`src/rtl/int_entry_ctrl_if.sv`:
```
// Bus between the core pipeline and the interrupt entry/return sequencer.
// The core (master) supplies pending levels and state; the sequencer (slave) returns strobes.
interface int_entry_ctrl_if;
    logic        int_irq;
    logic        int_fiq;
    logic        step;
    logic        eret;
    logic [31:0] pc_cur;
    logic [31:0] cpsr_in;
    logic        inta_irq;
    logic        inta_fiq;
    logic        pc_load;
    logic [31:0] pc_next;
    logic        lr_we;
    logic [31:0] lr_out;
    logic        spsr_we;
    logic [31:0] spsr_out;
    logic        cpsr_we;
    logic [31:0] cpsr_out;
    logic        busy;
    logic [1:0]  depth;

    modport master (
        output int_irq, int_fiq, step, eret, pc_cur, cpsr_in,
        input  inta_irq, inta_fiq, pc_load, pc_next, lr_we, lr_out,
               spsr_we, spsr_out, cpsr_we, cpsr_out, busy, depth
    );

    modport slave (
        input  int_irq, int_fiq, step, eret, pc_cur, cpsr_in,
        output inta_irq, inta_fiq, pc_load, pc_next, lr_we, lr_out,
               spsr_we, spsr_out, cpsr_we, cpsr_out, busy, depth
    );
endinterface

```
`src/rtl/int_entry_ctrl.sv`:
```
// IRQ/FIQ exception entry and return sequencer with one level of FIQ-over-IRQ nesting.
// Strobes and data are registered from the next state so they line up with the state cycle.
module int_entry_ctrl (
    input  logic             clk,
    input  logic             clr,
    int_entry_ctrl_if.slave  bus
);
    typedef enum logic [2:0] {IDLE, ACK, SAVE, JUMP, SERVICE, RESTORE} state_t;

    state_t      state, state_next;
    logic        kind, kind_next;          // 0 = IRQ, 1 = FIQ
    logic [1:0]  depth, depth_next;
    logic [31:0] ret_irq, sv_irq, ret_fiq, sv_fiq;
    logic        latch, fiq_ok, irq_ok;
    logic [31:0] act_ret, act_sv;

    logic        inta_irq_d, inta_fiq_d, pc_load_d, lr_we_d, spsr_we_d, cpsr_we_d;
    logic [31:0] pc_next_d, lr_out_d, spsr_out_d, cpsr_out_d;
    logic        inta_irq_q, inta_fiq_q, pc_load_q, lr_we_q, spsr_we_q, cpsr_we_q;
    logic [31:0] pc_next_q, lr_out_q, spsr_out_q, cpsr_out_q;

    assign fiq_ok  = bus.int_fiq && !bus.cpsr_in[6];
    assign irq_ok  = bus.int_irq && !bus.cpsr_in[7];
    assign act_ret = kind ? ret_fiq : ret_irq;
    assign act_sv  = kind ? sv_fiq  : sv_irq;

    always_comb begin
        state_next = state;
        kind_next  = kind;
        depth_next = depth;
        latch      = 1'b0;
        case (state)
            IDLE: begin
                if (bus.step && (fiq_ok || irq_ok)) begin
                    latch      = 1'b1;
                    kind_next  = fiq_ok;
                    state_next = ACK;
                end
            end
            ACK:  state_next = SAVE;
            SAVE: begin
                state_next = JUMP;
                depth_next = depth + 2'd1;
            end
            JUMP: state_next = SERVICE;
            SERVICE: begin
                // Return wins over a simultaneous preempting FIQ.
                if (bus.eret) begin
                    state_next = RESTORE;
                    depth_next = depth - 2'd1;
                end else if (!kind && depth == 2'd1 && bus.step && fiq_ok) begin
                    latch      = 1'b1;
                    kind_next  = 1'b1;
                    state_next = ACK;
                end
            end
            RESTORE: begin
                if (depth == 2'd0) begin
                    state_next = IDLE;
                end else begin
                    state_next = SERVICE;
                    kind_next  = 1'b0;
                end
            end
            default: state_next = IDLE;
        endcase
    end

    always_comb begin
        inta_irq_d = 1'b0;
        inta_fiq_d = 1'b0;
        pc_load_d  = 1'b0;
        lr_we_d    = 1'b0;
        spsr_we_d  = 1'b0;
        cpsr_we_d  = 1'b0;
        pc_next_d  = 32'h0;
        lr_out_d   = 32'h0;
        spsr_out_d = 32'h0;
        cpsr_out_d = 32'h0;
        case (state_next)
            ACK: begin
                inta_irq_d = !kind_next;
                inta_fiq_d = kind_next;
            end
            SAVE: begin
                lr_we_d    = 1'b1;
                lr_out_d   = act_ret + 32'd4;
                spsr_we_d  = 1'b1;
                spsr_out_d = act_sv;
            end
            JUMP: begin
                pc_load_d = 1'b1;
                cpsr_we_d = 1'b1;
                if (kind) begin
                    pc_next_d  = 32'h0000_001C;
                    cpsr_out_d = {act_sv[31:8], 2'b11, act_sv[5], 5'b10001};
                end else begin
                    pc_next_d  = 32'h0000_0018;
                    cpsr_out_d = {act_sv[31:8], 1'b1, act_sv[6:5], 5'b10010};
                end
            end
            RESTORE: begin
                pc_load_d  = 1'b1;
                pc_next_d  = act_ret;
                cpsr_we_d  = 1'b1;
                cpsr_out_d = act_sv;
            end
            default: ;
        endcase
    end

    always_ff @(posedge clk or posedge clr) begin
        if (clr) begin
            state   <= IDLE;
            kind    <= 1'b0;
            depth   <= 2'd0;
            ret_irq <= 32'h0;
            sv_irq  <= 32'h0;
            ret_fiq <= 32'h0;
            sv_fiq  <= 32'h0;
        end else begin
            state <= state_next;
            kind  <= kind_next;
            depth <= depth_next;
            if (latch && kind_next) begin
                ret_fiq <= bus.pc_cur;
                sv_fiq  <= bus.cpsr_in;
            end else if (latch) begin
                ret_irq <= bus.pc_cur;
                sv_irq  <= bus.cpsr_in;
            end
        end
    end

    always_ff @(posedge clk or posedge clr) begin
        if (clr) begin
            inta_irq_q <= 1'b0;
            inta_fiq_q <= 1'b0;
            pc_load_q  <= 1'b0;
            lr_we_q    <= 1'b0;
            spsr_we_q  <= 1'b0;
            cpsr_we_q  <= 1'b0;
            pc_next_q  <= 32'h0;
            lr_out_q   <= 32'h0;
            spsr_out_q <= 32'h0;
            cpsr_out_q <= 32'h0;
        end else begin
            inta_irq_q <= inta_irq_d;
            inta_fiq_q <= inta_fiq_d;
            pc_load_q  <= pc_load_d;
            lr_we_q    <= lr_we_d;
            spsr_we_q  <= spsr_we_d;
            cpsr_we_q  <= cpsr_we_d;
            pc_next_q  <= pc_next_d;
            lr_out_q   <= lr_out_d;
            spsr_out_q <= spsr_out_d;
            cpsr_out_q <= cpsr_out_d;
        end
    end

    assign bus.inta_irq = inta_irq_q;
    assign bus.inta_fiq = inta_fiq_q;
    assign bus.pc_load  = pc_load_q;
    assign bus.pc_next  = pc_next_q;
    assign bus.lr_we    = lr_we_q;
    assign bus.lr_out   = lr_out_q;
    assign bus.spsr_we  = spsr_we_q;
    assign bus.spsr_out = spsr_out_q;
    assign bus.cpsr_we  = cpsr_we_q;
    assign bus.cpsr_out = cpsr_out_q;
    assign bus.busy     = (state != IDLE);
    assign bus.depth    = depth;
endmodule

```
`src/flat_wrapper.sv`:
```
// flat-port wrapper written by rule: the top's interface ports become plain ports
module int_entry_ctrl_flat 
  (clk, clr, bus_int_irq, bus_int_fiq, bus_step, bus_eret, bus_pc_cur, bus_cpsr_in, bus_inta_irq, bus_inta_fiq, bus_pc_load, bus_pc_next, bus_lr_we, bus_lr_out, bus_spsr_we, bus_spsr_out, bus_cpsr_we, bus_cpsr_out, bus_busy, bus_depth);
  int_entry_ctrl_if bus_i ();
  input  logic clk;
  input  logic clr;
  input wire logic [$bits(bus_i.int_irq)-1:0] bus_int_irq;
  input wire logic [$bits(bus_i.int_fiq)-1:0] bus_int_fiq;
  input wire logic [$bits(bus_i.step)-1:0] bus_step;
  input wire logic [$bits(bus_i.eret)-1:0] bus_eret;
  input wire logic [$bits(bus_i.pc_cur)-1:0] bus_pc_cur;
  input wire logic [$bits(bus_i.cpsr_in)-1:0] bus_cpsr_in;
  output wire logic [$bits(bus_i.inta_irq)-1:0] bus_inta_irq;
  output wire logic [$bits(bus_i.inta_fiq)-1:0] bus_inta_fiq;
  output wire logic [$bits(bus_i.pc_load)-1:0] bus_pc_load;
  output wire logic [$bits(bus_i.pc_next)-1:0] bus_pc_next;
  output wire logic [$bits(bus_i.lr_we)-1:0] bus_lr_we;
  output wire logic [$bits(bus_i.lr_out)-1:0] bus_lr_out;
  output wire logic [$bits(bus_i.spsr_we)-1:0] bus_spsr_we;
  output wire logic [$bits(bus_i.spsr_out)-1:0] bus_spsr_out;
  output wire logic [$bits(bus_i.cpsr_we)-1:0] bus_cpsr_we;
  output wire logic [$bits(bus_i.cpsr_out)-1:0] bus_cpsr_out;
  output wire logic [$bits(bus_i.busy)-1:0] bus_busy;
  output wire logic [$bits(bus_i.depth)-1:0] bus_depth;
  assign bus_i.int_irq = bus_int_irq;
  assign bus_i.int_fiq = bus_int_fiq;
  assign bus_i.step = bus_step;
  assign bus_i.eret = bus_eret;
  assign bus_i.pc_cur = bus_pc_cur;
  assign bus_i.cpsr_in = bus_cpsr_in;
  assign bus_inta_irq = bus_i.inta_irq;
  assign bus_inta_fiq = bus_i.inta_fiq;
  assign bus_pc_load = bus_i.pc_load;
  assign bus_pc_next = bus_i.pc_next;
  assign bus_lr_we = bus_i.lr_we;
  assign bus_lr_out = bus_i.lr_out;
  assign bus_spsr_we = bus_i.spsr_we;
  assign bus_spsr_out = bus_i.spsr_out;
  assign bus_cpsr_we = bus_i.cpsr_we;
  assign bus_cpsr_out = bus_i.cpsr_out;
  assign bus_busy = bus_i.busy;
  assign bus_depth = bus_i.depth;
  int_entry_ctrl u_core (.clk(clk), .clr(clr), .bus(bus_i));
endmodule
```
`config.mk`:
```
export PLATFORM = sky130hd
export DESIGN_NAME = int_entry_ctrl_flat
export DESIGN_NICKNAME = d
export VERILOG_FILES = /design/src/rtl/int_entry_ctrl_if.sv /design/src/rtl/int_entry_ctrl.sv /design/src/flat_wrapper.sv
export SDC_FILE = /design/constraint.sdc
export NUM_CORES = 1
export LEC_CHECK = 0
export CAP_MARGIN = 20
export CORE_MARGIN = 3
export CORE_UTILIZATION = 40
export CTS_CLUSTER_DIAMETER = 200
export DETAILED_ROUTE_END_ITERATION = 10
export HOLD_SLACK_MARGIN = 0.06
export SLEW_MARGIN = 20
export SYNTH_ARGS = -nofsm -noshare
export SYNTH_HDL_FRONTEND = slang
export SYNTH_SLANG_ARGS = --single-unit
```
`constraint.sdc`:
```
create_clock -name clk -period 22.1 [get_ports clk]
set_input_delay 4.42 -clock clk [delete_from_list [all_inputs] [get_ports clk]]
set_output_delay 4.42 -clock clk [all_outputs]
set_load 0.03 [all_outputs]
```
==> run summary, run 1 <==
=================================================================================================================
Maximum vdd ir drop                                                                                    0.08590 mV
Most area-hungry cell type in the Yosys netlist                                                      sky130_fd_sc_hd__dfrtp_1
Hpwl dp                                                                                                 16,340 um
CTS resizes                                                                                                     0
Clock latency of the later-clocked register in the worst-skew pair                                        0.53 ns
Maximum root-to-sink buffer count                                                                               3
Required @ worst endpoint                                                                                22.51 ns
Mean instance size in the synthesized netlist                                                         13.28 sq um
Number of hold violations in the final report                                                                   0
Initial core utilization                                                                                   40.85%
Number of synthesized flops with an enable pin                                                                  0
Number of placed cells counting well taps                                                                   1,305
Fraction of met2 tracks used by global routing                                                             27.83%
Count of inserted antenna diode cells                                                                           0
Category of the most critical setup path                                                             primary input to flop
Setup repair after global routing missed its margin                                                            no
Via density per instance                                                                                    4.989
Final std cells w/o fill                                                                                    1,355
Area enclosed by the die boundary                                                                    28,680 sq um
Fraction of registers with async set/reset                                                                 100.0%
Cell area after synthesis                                                                            10,670 sq um
Min Tclk post-route                                                                                      6.695 ns
Post-Layout Inst Area                                                                                13,950 sq um
Die H                                                                                                    169.4 um
Net total in the final layout                                                                               1,074
Met1 usage                                                                                                 23.26%
Commonest non-fill, non-tap cell in the layout                                                       sky130_fd_sc_hd__dfrtp_1
Placed inst area                                                                                     13,020 sq um
Unique cell type count in the Yosys netlist                                                                    51
Max_slew headroom                                                                                          31.72%
GRT Total Usage                                                                                            17.18%
Clock slew at the register clock pins of the worst setup and hold paths                                   0.06 ns
Synthesized Nets                                                                                              877
Initial antenna violation count                                                                                 0
Highest-count cells in the layout ignoring fill and taps                                             sky130_fd_sc_hd__dfrtp_1, sky130_fd_sc_hd__clkdlybuf4s50_1, sky130_fd_sc_hd__mux2_2
Global routing met3 resource utilization                                                                   5.171%
Max-slew violations                                                                                             0
CTS tree                                                                                                    built
Root Buffer Master                                                                                   sky130_fd_sc_hd__clkbuf_16
Top-level port count                                                                                          207
Maximum number of pins on one net before global-route repair                                                  145
Number of H-tree levels                                                                                         1
Arithmetic-cell share of the synthesized area counting full adders, half adders and majority gates        0.3517%
Final weighted congestion in routability-driven placement                                                  0.7809
Outcome                                                                                                 completed
Row count                                                                                                      59
Post-synthesis share of cell area spent on xor and xnor gates                                              1.477%
Number of optimization iterations in the first detailed-route pass                                              4
Multiplexer share of the synthesized area                                                                  19.20%
Number of hold buffers added after cts                                                                          0
FF+latch count, synth                                                                                         266
Summed negative setup slack over all endpoints                                                               0 ns
Share of the synthesized area in compound gates (AO/OA/AOI/OAI)                                            3.985%
Power density normalized to cell area                                                                142.9 nW/um^2
Port Buffer Count                                                                                             206
Final-report setup violation count                                                                              0
Power Total                                                                                              1.995 mW
Number of clock buffers inserted by TritonCTS                                                                  29
Via count of the first global-routing pass                                                                  7,093
Part of the Yosys area used for sequential elements                                                        62.36%
Achievable clock frequency                                                                             0.1494 GHz
Startpoint type of the worst setup path                                                              primary input
Area fraction of the dominant cell type after synthesis                                                    62.36%
Number of vias after detailed routing                                                                       6,760
Post-detailed-route DRC marker count                                                                            0
Maximum clock skew at final layout                                                                    0.006967 ns
Count of max-cap constraint violations                                                                          0
Setup Fix Bufs, Post-CTS                                                                                        0
Starting DRC count in detailed routing                                                                        288
Most crowded layer after global routing                                                                      met2
Core area                                                                                            26,130 sq um
Antenna viol nets, final                                                                                        0
Class of the worst hold path                                                                         flop to flop
Crit path DAT                                                                                             7.11 ns
Fraction of final layout cells sized beyond drive strength 1                                               20.10%
Share of the clock period used by the worst path                                                           30.29%
Synthesis Warnings                                                                                              0
Width of the die                                                                                         169.4 um
Global-route congestion overflow total                                                                          0
Share of synthesized cell area in and, or, nand and nor gates                                              10.07%
Dominant combinational cell family by area after synthesis                                           multiplexers
Synthesized instance count                                                                                    804
Hold WS                                                                                                 0.4944 ns
Cell leakage power                                                                                       6.178 nW
Type of element capturing the critical path                                                                  flop
Worst Max-Slew Pin Slew                                                                                  1.024 ns
Average routed wire per standard cell                                                                    18.28 um
Crit path max fanout                                                                                           49
Wire length of the first global-routing pass                                                            39,250 um
Total Routed Length                                                                                     24,770 um
Area growth from synthesis to final layout                                                                 30.73%
Number of clock sinks                                                                                         266
Post-synth top flop                                                                                  sky130_fd_sc_hd__dfrtp_1
Top area cells in the synthesized netlist                                                            sky130_fd_sc_hd__dfrtp_1, sky130_fd_sc_hd__mux2_2, sky130_fd_sc_hd__mux2i_1, sky130_fd_sc_hd__nor2_1, sky130_fd_sc_hd__xnor2_1
=================================================================================================================
-- Yosys cell counts, types with 4 or more instances --
| library cell | n |
|---|---|
| sky130_fd_sc_hd__xnor2_1 | 15 |
| sky130_fd_sc_hd__a21oi_1 | 13 |
| sky130_fd_sc_hd__a31oi_1 | 6 |
| sky130_fd_sc_hd__nand4_1 | 8 |
| sky130_fd_sc_hd__and2_1 | 10 |
| sky130_fd_sc_hd__nor3_1 | 12 |
| sky130_fd_sc_hd__nand4b_4 | 4 |
| sky130_fd_sc_hd__mux2i_1 | 54 |
| sky130_fd_sc_hd__nand2_1 | 22 |
| sky130_fd_sc_hd__inv_1 | 11 |
| sky130_fd_sc_hd__clkbuf_1 | 19 |
| sky130_fd_sc_hd__mux2_2 | 134 |
| sky130_fd_sc_hd__nand2b_1 | 5 |
| sky130_fd_sc_hd__dfrtp_1 | 266 |
| sky130_fd_sc_hd__nor2b_1 | 5 |
| sky130_fd_sc_hd__nor2_1 | 113 |
| sky130_fd_sc_hd__o31ai_1 | 4 |
| sky130_fd_sc_hd__o21ai_0 | 14 |
| sky130_fd_sc_hd__and3_1 | 4 |
| sky130_fd_sc_hd__nand4_2 | 4 |
| sky130_fd_sc_hd__nand3_1 | 7 |
| sky130_fd_sc_hd__buf_2 | 20 |
-- flip-flops by register name (all words and copies together), names as in the netlist, 2 cells and up --
name                 count
u_core.bus.depth         2
u_core.bus.cpsr_out     32
u_core.state             3
u_core.ret_irq          32
u_core.bus.spsr_out     32
u_core.sv_irq           32
u_core.bus.pc_next      32
u_core.bus.lr_out       32
u_core.ret_fiq          32
u_core.sv_fiq           32
-- report_power, final --
group	switching [mW]	leakage (nW)	internal, mW
Sequential	0.119	3.44	0.671
Combinational	0.405	2.27	0.332
Clock	0.184	0.467	0.285
-- layer usage --
metal,up-vias,part of all wire (%)
li1,3170,-
met1,3374,45
met2,186,46
met3,30,7.4
met4,0,1.3
met5,-,0
-- per-stage QoR --
stage / worst slack, ns / util [%]
5_1_grt: 15.27 / 53.40
3_5_place_dp: 14.81 / 49.82
4_1_cts: 15.38 / 53.40
3_3_place_gp: 14.88 / 49.82
6_report: 15.41 / 53.40
2_1_floorplan: 10.35 / -
-- worst max-delay path: stages --
cell,delay (ns)
sky130_fd_sc_hd__clkdlybuf4s50_1,0.49
sky130_fd_sc_hd__and3b_1,0.25
sky130_fd_sc_hd__nand4_1,0.16
sky130_fd_sc_hd__nor2_1,0.10
sky130_fd_sc_hd__o21ai_4,0.52
sky130_fd_sc_hd__buf_4,0.72
sky130_fd_sc_hd__mux2_2,0.41
-- path summary, 6_finish.rpt --
| kind | slack [ns] | from | to | cells past startpoint |
|---|---|---|---|---|
| max | 15.41 | bus_cpsr_in[6] | u_core.sv_fiq[2] | 7 |
| min reg2reg | 0.49 | u_core.sv_irq[7] | u_core.sv_irq[7] | 1 |
| max reg2reg | 18.61 | u_core.kind | u_core.bus.lr_out[25] | 6 |
| min in group asynchronous | 4.42 | clr | u_core.bus.lr_out[11] | 2 |
| min | 0.49 | u_core.sv_irq[7] | u_core.sv_irq[7] | 1 |
| max in group asynchronous | 16.35 | clr | u_core.kind | 3 |
-- cell type report --
cell class | count | area (sq um)
Sequential cell | 266 | 6660
Clock inverter | 8 | 90.09
Tap cell | 335 | 419.2
Inverter | 12 | 52.55
Fill cell | 2291 | 12180
Timing Repair Buffer | 211 | 2112
Multi-Input combinational cell | 481 | 3776
Clock buffer | 42 | 844.6
-- cell families after synthesis --
| family | Yosys count |
|---|---|
| AND/OR/NAND/NOR | 211 |
| flip-flops | 266 |
| buffers and inverters | 57 |
| AO/OA/AOI/OAI | 61 |
| adder cells (fa/ha/maj) | 3 |
| multiplexers | 188 |
| XOR/XNOR | 18 |
No activity file was read; power rests on OpenSTA's default activity.
==> run 2: changes to the inputs <==
==> constraint.sdc (replaced) <==
create_clock -name clk -period 6.84 [get_ports clk]
set_input_delay 1.368 -clock clk [delete_from_list [all_inputs] [get_ports clk]]
set_output_delay 1.368 -clock clk [all_outputs]
set_load 0.03 [all_outputs]
==> run 2 against run 1 <==
Global-route usage grew 0.17 points. Combinational power grew to 3.2 times the previous value. Clock-buffer cell count is 2 lower. Routed wire length about the same. Critical path depth decreased by 4. Sequential power grew to 3.2 times the previous value. Utilization increased by 0.27 points. Critical path type is now flop to output port. Critical endpoint is now bus_busy. Largest cell class unchanged.
==> run summary, run 2 (same netlist as run 1, synthesis figures left out) <==
========================================================================================
Setup Fix Bufs, Post-CTS                                                               0   unchanged
Clock latency of the later-clocked register in the worst-skew pair               0.54 ns   about the same
Outcome                                                                        completed
Required @ worst endpoint                                                        5.47 ns   -17.04 ns
Max_slew headroom                                                                 29.91%   -1.8 points
CTS tree                                                                           built
Global-route congestion overflow total                                                 0   unchanged
Summed negative setup slack over all endpoints                                      0 ns   unchanged
Clock slew at the register clock pins of the worst setup and hold paths          0.06 ns   about the same
Number of clock buffers inserted by TritonCTS                                         29   unchanged
Critical Path Stages                                                                   3   -4
Highest cell delay on the worst timing path                                      0.65 ns   -0.07 ns
Achievable clock frequency                                                    0.2765 GHz
Area growth from synthesis to final layout                                        31.40%
Area of all sequential standard cells                                         6660 sq um   unchanged
Minimum setup slack among reg-to-reg paths                                       3.35 ns   -15.26 ns
Crit path max fanout                                                                  11   -78%
Number of optimization iterations in the first detailed-route pass                     4   unchanged
Starting DRC count in detailed routing                                               386   +34%
Top-level port count                                                                 207   unchanged
Width of the die                                                                169.4 um   unchanged
Hold path cells                                                                        1   unchanged
Count of max-cap constraint violations                                                 0   unchanged
Initial core utilization                                                          40.85%   unchanged
Net total in the final layout                                                      1,075   +0.093%
Number of hold buffers added after cts                                                 0   unchanged
Row count                                                                             59   unchanged
Area taken by multi-input logic gates                                         3781 sq um   +0.13%
Startpoint of the lowest-slack register-to-register path                     u_core.kind
Highest-count cells in the layout ignoring fill and taps                    sky130_fd_sc_hd__dfrtp_1, sky130_fd_sc_hd__clkdlybuf4s50_1, sky130_fd_sc_hd__mux2_2
Maximum vdd ir drop                                                            0.2578 mV   +200%
Power density normalized to cell area                                       465.9 nW/um^2   +230%
Final weighted congestion in routability-driven placement                         0.7447   -4.6%
Worst Reg2Reg Path Length in Cells                                                     6   unchanged
Category of cells accounting for the largest share of critical-path delay   buffers and inverters
Wire length of the first global-routing pass                                   39,660 um   +1.0%
CTS resizes                                                                            0   unchanged
Min Tclk post-route                                                             3.617 ns
Power Total                                                                     6.535 mW   +230%
Via count of the first global-routing pass                                         7,164   +1.0%
Average routed wire per standard cell                                           18.27 um   about the same
Port Buffer Count                                                                    206   unchanged
Worst slack, placed                                                             2.963 ns   -11.85 ns
Category of the most critical setup path                                    flop to output port
Crit path DAT                                                                    2.25 ns   -4.86 ns
Type of element capturing the critical path                                  output port
Maximum root-to-sink buffer count                                                      3   unchanged
Area enclosed by the die boundary                                           28,680 sq um   unchanged
Startpoint type of the worst setup path                                             flop
Setup repair after global routing missed its margin                                   no
Hold WS                                                                        0.4996 ns   +0.005173 ns
Fraction of final layout cells sized beyond drive strength 1                      20.45%   +0.35 points
Hold path endpoint                                                          u_core.sv_fiq[6]
GRT Total Usage                                                                   17.35%   +0.17 points
Final-report setup violation count                                                     0   unchanged
Ordered cell list for the critical path                                     nor2_1 -> nand2_1 -> clkdlybuf4s50_1
Critical-path top delay cell                                                sky130_fd_sc_hd__clkdlybuf4s50_1
Class of the worst hold path                                                flop to flop
Number of hold violations in the final report                                          0   unchanged
Post-detailed-route DRC marker count                                                   0   unchanged
Crit. Startpoint                                                            u_core.state[1]
Number of clock sinks                                                                266   unchanged
Minimum setup slack in the final design                                         3.223 ns   -12.18 ns
# fillers                                                                          2,251   -1.7%
Via density per instance                                                           4.962   -0.53%
Total Routed Length                                                            24,800 um   about the same
Die H                                                                           169.4 um   unchanged
Critical R2R Capture                                                        u_core.bus.lr_out[30]
Worst Max-Slew Pin Slew                                                         1.051 ns   +0.02716 ns
Number of H-tree levels                                                                1   unchanged
Worst hold start                                                            u_core.sv_fiq[6]
Initial antenna violation count                                                        0   unchanged
Core area                                                                   26,130 sq um   unchanged
Commonest non-fill, non-tap cell in the layout                              sky130_fd_sc_hd__dfrtp_1
Root Buffer Master                                                          sky130_fd_sc_hd__clkbuf_16
Antenna viol nets, final                                                               0   unchanged
Maximum clock skew at final layout                                            0.02105 ns   +0.01409 ns
Buffers & Inverters on Critical Path                                                   1   -1
Share of the clock period used by the worst path                                  52.88%
Count of inserted antenna diode cells                                                  0   unchanged
Maximum number of pins on one net before global-route repair                         152   +4.8%
Hpwl dp                                                                        15,860 um   -3.0%
Max-slew violations                                                                    0   unchanged
Cell leakage power                                                              6.204 nW   +0.42%
Number of vias after detailed routing                                              6,734   -0.38%
========================================================================================
==> run 2: cell types whose count changed in the layout (fill, tap and decap cells not counted), sizes merged <==
cell and change:
buf +1, bufinv +2, clkbuf -2, clkinv -1
clkinvlp +3, inv -1
==> run 2: layout make-up <==
class	count	area share [%]
Sequential cell	266	47.48
Multi-Input combinational cell	481	26.96
Timing Repair Buffer	212	15.11
Clock buffer	40	5.968
Tap cell	335	2.988
Clock inverter	11	1.142
Inverter	12	0.3479
==> run 2: worst max-delay path by stage <==
stage	to	slack, ns
finish	bus_busy	3.22
global route	u_core.bus.lr_out[26]	3.07
CTS	bus_busy	3.22
detailed placement	u_core.ret_fiq[21]	2.96
global placement	u_core.ret_fiq[6]	3.00
floorplan	u_core.bus.cpsr_out[0]	1.96
==> run 2: through the flow <==
stage,instance area (sq um),instances,util (%)
5_1_grt,14030,1357,53.67
4_1_cts,14030,1357,53.67
3_5_place_dp,13030,1306,49.86
3_3_place_gp,13030,1306,49.86
6_report,14030,1357,53.67
2_1_floorplan,10680,804,-
==> run 2: where the power goes <==
| group | total, mW | switching (mW) | internal (mW) | leakage (nW) |
|---|---|---|---|---|
| sequential | 2.55 | 0.381 | 2.17 | 3.44 |
| clock | 1.61 | 0.609 | 0.997 | 0.489 |
| combinational | 2.38 | 1.31 | 1.07 | 2.28 |
| total | 6.53 | 2.30 | 4.24 | 6.20 |
==> run 2: per-layer routing <==
metal	up-vias	track usage, %	wire, um	part of all wire [%]
met5	-	0	0	0
met4	0	3.876	439	1.8
met3	36	5.381	1980	8.0
met2	174	27.84	11360	46
met1	3352	23.41	11020	44
li1	3172	-	-	-
==> run 3: changes to the inputs <==
==> constraint.sdc (replaced) <==
create_clock -name clk -period 3.46 [get_ports clk]
set_input_delay 0.692 -clock clk [delete_from_list [all_inputs] [get_ports clk]]
set_output_delay 0.692 -clock clk [all_outputs]
set_load 0.03 [all_outputs]
==> run 3 against run 2 <==
Sequential cell count unchanged. Worst hold slack lost 0.072 ns. Global-route usage is 0.26 points higher. Total power up 96%. First-iteration DRC count decreased by 32%. Via count grew 1.8%. Register-to-register slack worse by 2.7 ns. Cell area increased by 0.42%.
==> run summary, run 3 (same netlist as run 1, synthesis figures left out) <==
======================================================================================
Number of H-tree levels                                                              1   unchanged
Required @ worst endpoint                                                      2.77 ns   -2.70 ns
Maximum vdd ir drop                                                          0.4960 mV   +92%
Hold WS                                                                      0.4279 ns   -0.07162 ns
Clock slew at the register clock pins of the worst setup and hold paths        0.06 ns   about the same
Outcome                                                                      completed
Critical-path top delay cell                                              sky130_fd_sc_hd__clkdlybuf4s50_1
Count of inserted antenna diode cells                                                0   unchanged
Crit path max fanout                                                                11   unchanged
Initial core utilization                                                        40.85%   unchanged
Psw                                                                           4.542 mW   +98%
Width of the die                                                              169.4 um   unchanged
Area enclosed by the die boundary                                         28,680 sq um   unchanged
Number of vias after detailed routing                                            6,852   +1.8%
Worst slack, placed                                                          0.5305 ns   -2.432 ns
Die H                                                                         169.4 um   unchanged
Commonest non-fill, non-tap cell in the layout                            sky130_fd_sc_hd__dfrtp_1
Global-route congestion overflow total                                               0   unchanged
Area growth from synthesis to final layout                                      31.95%
Worst Max-Slew Pin Slew                                                      0.9812 ns   -0.07017 ns
Clock latency of the later-clocked register in the worst-skew pair             0.54 ns   about the same
Share of the clock period used by the worst path                                85.70%
Cell leakage power                                                            6.250 nW   +0.75%
Crit path DAT                                                                  2.27 ns   +0.02 ns
Relative contribution of the clock network to total power                        23.8%   -0.8 points
Max-slew violations                                                                  0   unchanged
Root Buffer Master                                                        sky130_fd_sc_hd__clkbuf_16
Number of hold violations in the final report                                        0   unchanged
Fraction of met2 tracks used by global routing                                  28.68%   +0.84 points
Starting DRC count in detailed routing                                             263   -32%
Minimum setup slack in the final design                                      0.4947 ns   -2.728 ns
Number of optimization iterations in the first detailed-route pass                   4   unchanged
Total Routed Length                                                          24,960 um   +0.67%
Min Tclk post-route                                                           2.965 ns
Int Power                                                                     8.282 mW   +95%
Highest cell delay on the worst timing path                                    0.65 ns   about the same
Final-report setup violation count                                                   0   unchanged
Setup Fix Bufs, Post-CTS                                                             0   unchanged
Via count of the first global-routing pass                                       7,287   +1.7%
Maximum number of pins on one net before global-route repair                       104   -32%
GRT Total Usage                                                                 17.61%   +0.26 points
Highest-count cells in the layout ignoring fill and taps                  sky130_fd_sc_hd__dfrtp_1, sky130_fd_sc_hd__clkdlybuf4s50_1, sky130_fd_sc_hd__mux2_2
Maximum clock skew at final layout                                          0.01114 ns   -0.009913 ns
Antenna viol nets, final                                                             0   unchanged
Row count                                                                           59   unchanged
Count of max-cap constraint violations                                               0   unchanged
Met1 usage                                                                      23.45%   +0.039 points
Core area                                                                 26,130 sq um   unchanged
Via density per instance                                                         5.009   +0.93%
CTS tree                                                                         built
Wire length of the first global-routing pass                                 40,140 um   +1.2%
Post-layout util                                                                53.90%   +0.23 points
Type of element capturing the critical path                                output port
Sw frac                                                                         35.42%   +0.25 points
Max_slew headroom                                                               34.59%   +4.7 points
Initial antenna violation count                                                      0   unchanged
Post-detailed-route DRC marker count                                                 0   unchanged
Combinational share of power                                                     36.8%   +0.4 points
Final std cells w/o fill                                                         1,368   +0.81%
CTS resizes                                                                          0   unchanged
Worst Reg2Reg Path Length in Cells                                                   6   unchanged
Startpoint type of the worst setup path                                           flop
Minimum setup slack among reg-to-reg paths                                     0.68 ns   -2.67 ns
Port Buffer Count                                                                  206   unchanged
Most crowded layer after global routing                                           met2
Placed inst area                                                          13,130 sq um   +0.77%
Number of placed cells counting well taps                                        1,316   +0.77%
Class of the worst hold path                                              primary input to asynchronous set/reset pin
Number of clock buffers inserted by TritonCTS                                       29   unchanged
Number of hold buffers added after cts                                               0   unchanged
Post-Layout Inst Area                                                     14,080 sq um   +0.42%
Ordered cell list for the critical path                                   nor2_1 -> nand2_1 -> clkdlybuf4s50_1
Critical R2R Capture                                                      u_core.bus.lr_out[25]
Power density normalized to cell area                                     910.5 nW/um^2   +95%
Setup repair after global routing missed its margin                                 no
Average routed wire per standard cell                                         18.25 um   -0.14%
Maximum root-to-sink buffer count                                                    3   unchanged
Category of the most critical setup path                                  flop to output port
Top-level port count                                                               207   unchanged
Achievable clock frequency                                                  0.3372 GHz
Hpwl dp                                                                      16,730 um   +5.5%
Startpoint of the lowest-slack register-to-register path                   u_core.kind
Global routing met3 resource utilization                                        5.288%   -0.093 points
Number of clock sinks                                                              266   unchanged
Summed negative setup slack over all endpoints                                    0 ns   unchanged
Net total in the final layout                                                    1,085   +0.93%
Final weighted congestion in routability-driven placement                       0.7678   +3.1%
Power Total                                                                   12.82 mW   +96%
Fraction of final layout cells sized beyond drive strength 1                    21.01%   +0.56 points
Sequential group share of total power                                            39.3%   +0.3 points
======================================================================================
==> run 3: cell count changes in the layout (fill, tap and decap cells not counted) <==
cell,previous run,this run
sky130_fd_sc_hd__clkinvlp_4,3,1
sky130_fd_sc_hd__clkbuf_8,7,8
sky130_fd_sc_hd__buf_4,5,13
sky130_fd_sc_hd__inv_6,0,1
sky130_fd_sc_hd__bufinv_16,4,2
sky130_fd_sc_hd__clkbuf_1,4,7
sky130_fd_sc_hd__buf_12,1,3
==> run 3: worst max-delay path: cells and delay by family (launching register included) <==
family / cells / cell delay [ns]
buffers and inverters: 1 / 0.65
AND/OR/NAND/NOR: 2 / 0.58
flip-flops: 1 / 0.51
==> run 3: area by class of cell <==
cell class                 count  area [sq um]
inverter                      12         48.80
fill                        2267         12050
clock inverter                 8         93.84
sequential                   266          6660
clock buffer                  44         862.1
timing repair buffer         222          2220
multi-input combinational    481          3781
tap                          335         419.2
==> run 3: routing by layer <==
layer,share of wire [%],routed length [um]
met3,7.5,1861
met4,2.0,504
met2,46,11550
met1,44,11050
met5,0,0
==> run 3: worst max path at each step <==
stage | start | slack (ns) | cells past startpoint | to
after floorplan | clr | -0.74 | 1 | u_core.bus.cpsr_out[0]
after global placement | bus_cpsr_in[6] | 0.56 | 4 | u_core.ret_irq[21]
after detailed placement | bus_cpsr_in[6] | 0.53 | 4 | u_core.sv_irq[2]
after CTS | u_core.state[0] | 0.47 | 3 | bus_busy
after global routing | u_core.state[0] | 0.33 | 3 | bus_busy
final | u_core.state[1] | 0.49 | 3 | bus_busy
==> run 3: power by group through the flow <==
stage          combinational [mW]  clock (mW)  sequential (mW)
2_1_floorplan                2.42           0             5.70
3_3_place_gp                 4.73           0             5.08
3_5_place_dp                 4.79           0             5.10
4_1_cts                      4.81        3.14             5.05
5_1_grt                      5.15        3.26             5.21
6_report                     4.73        3.06             5.04
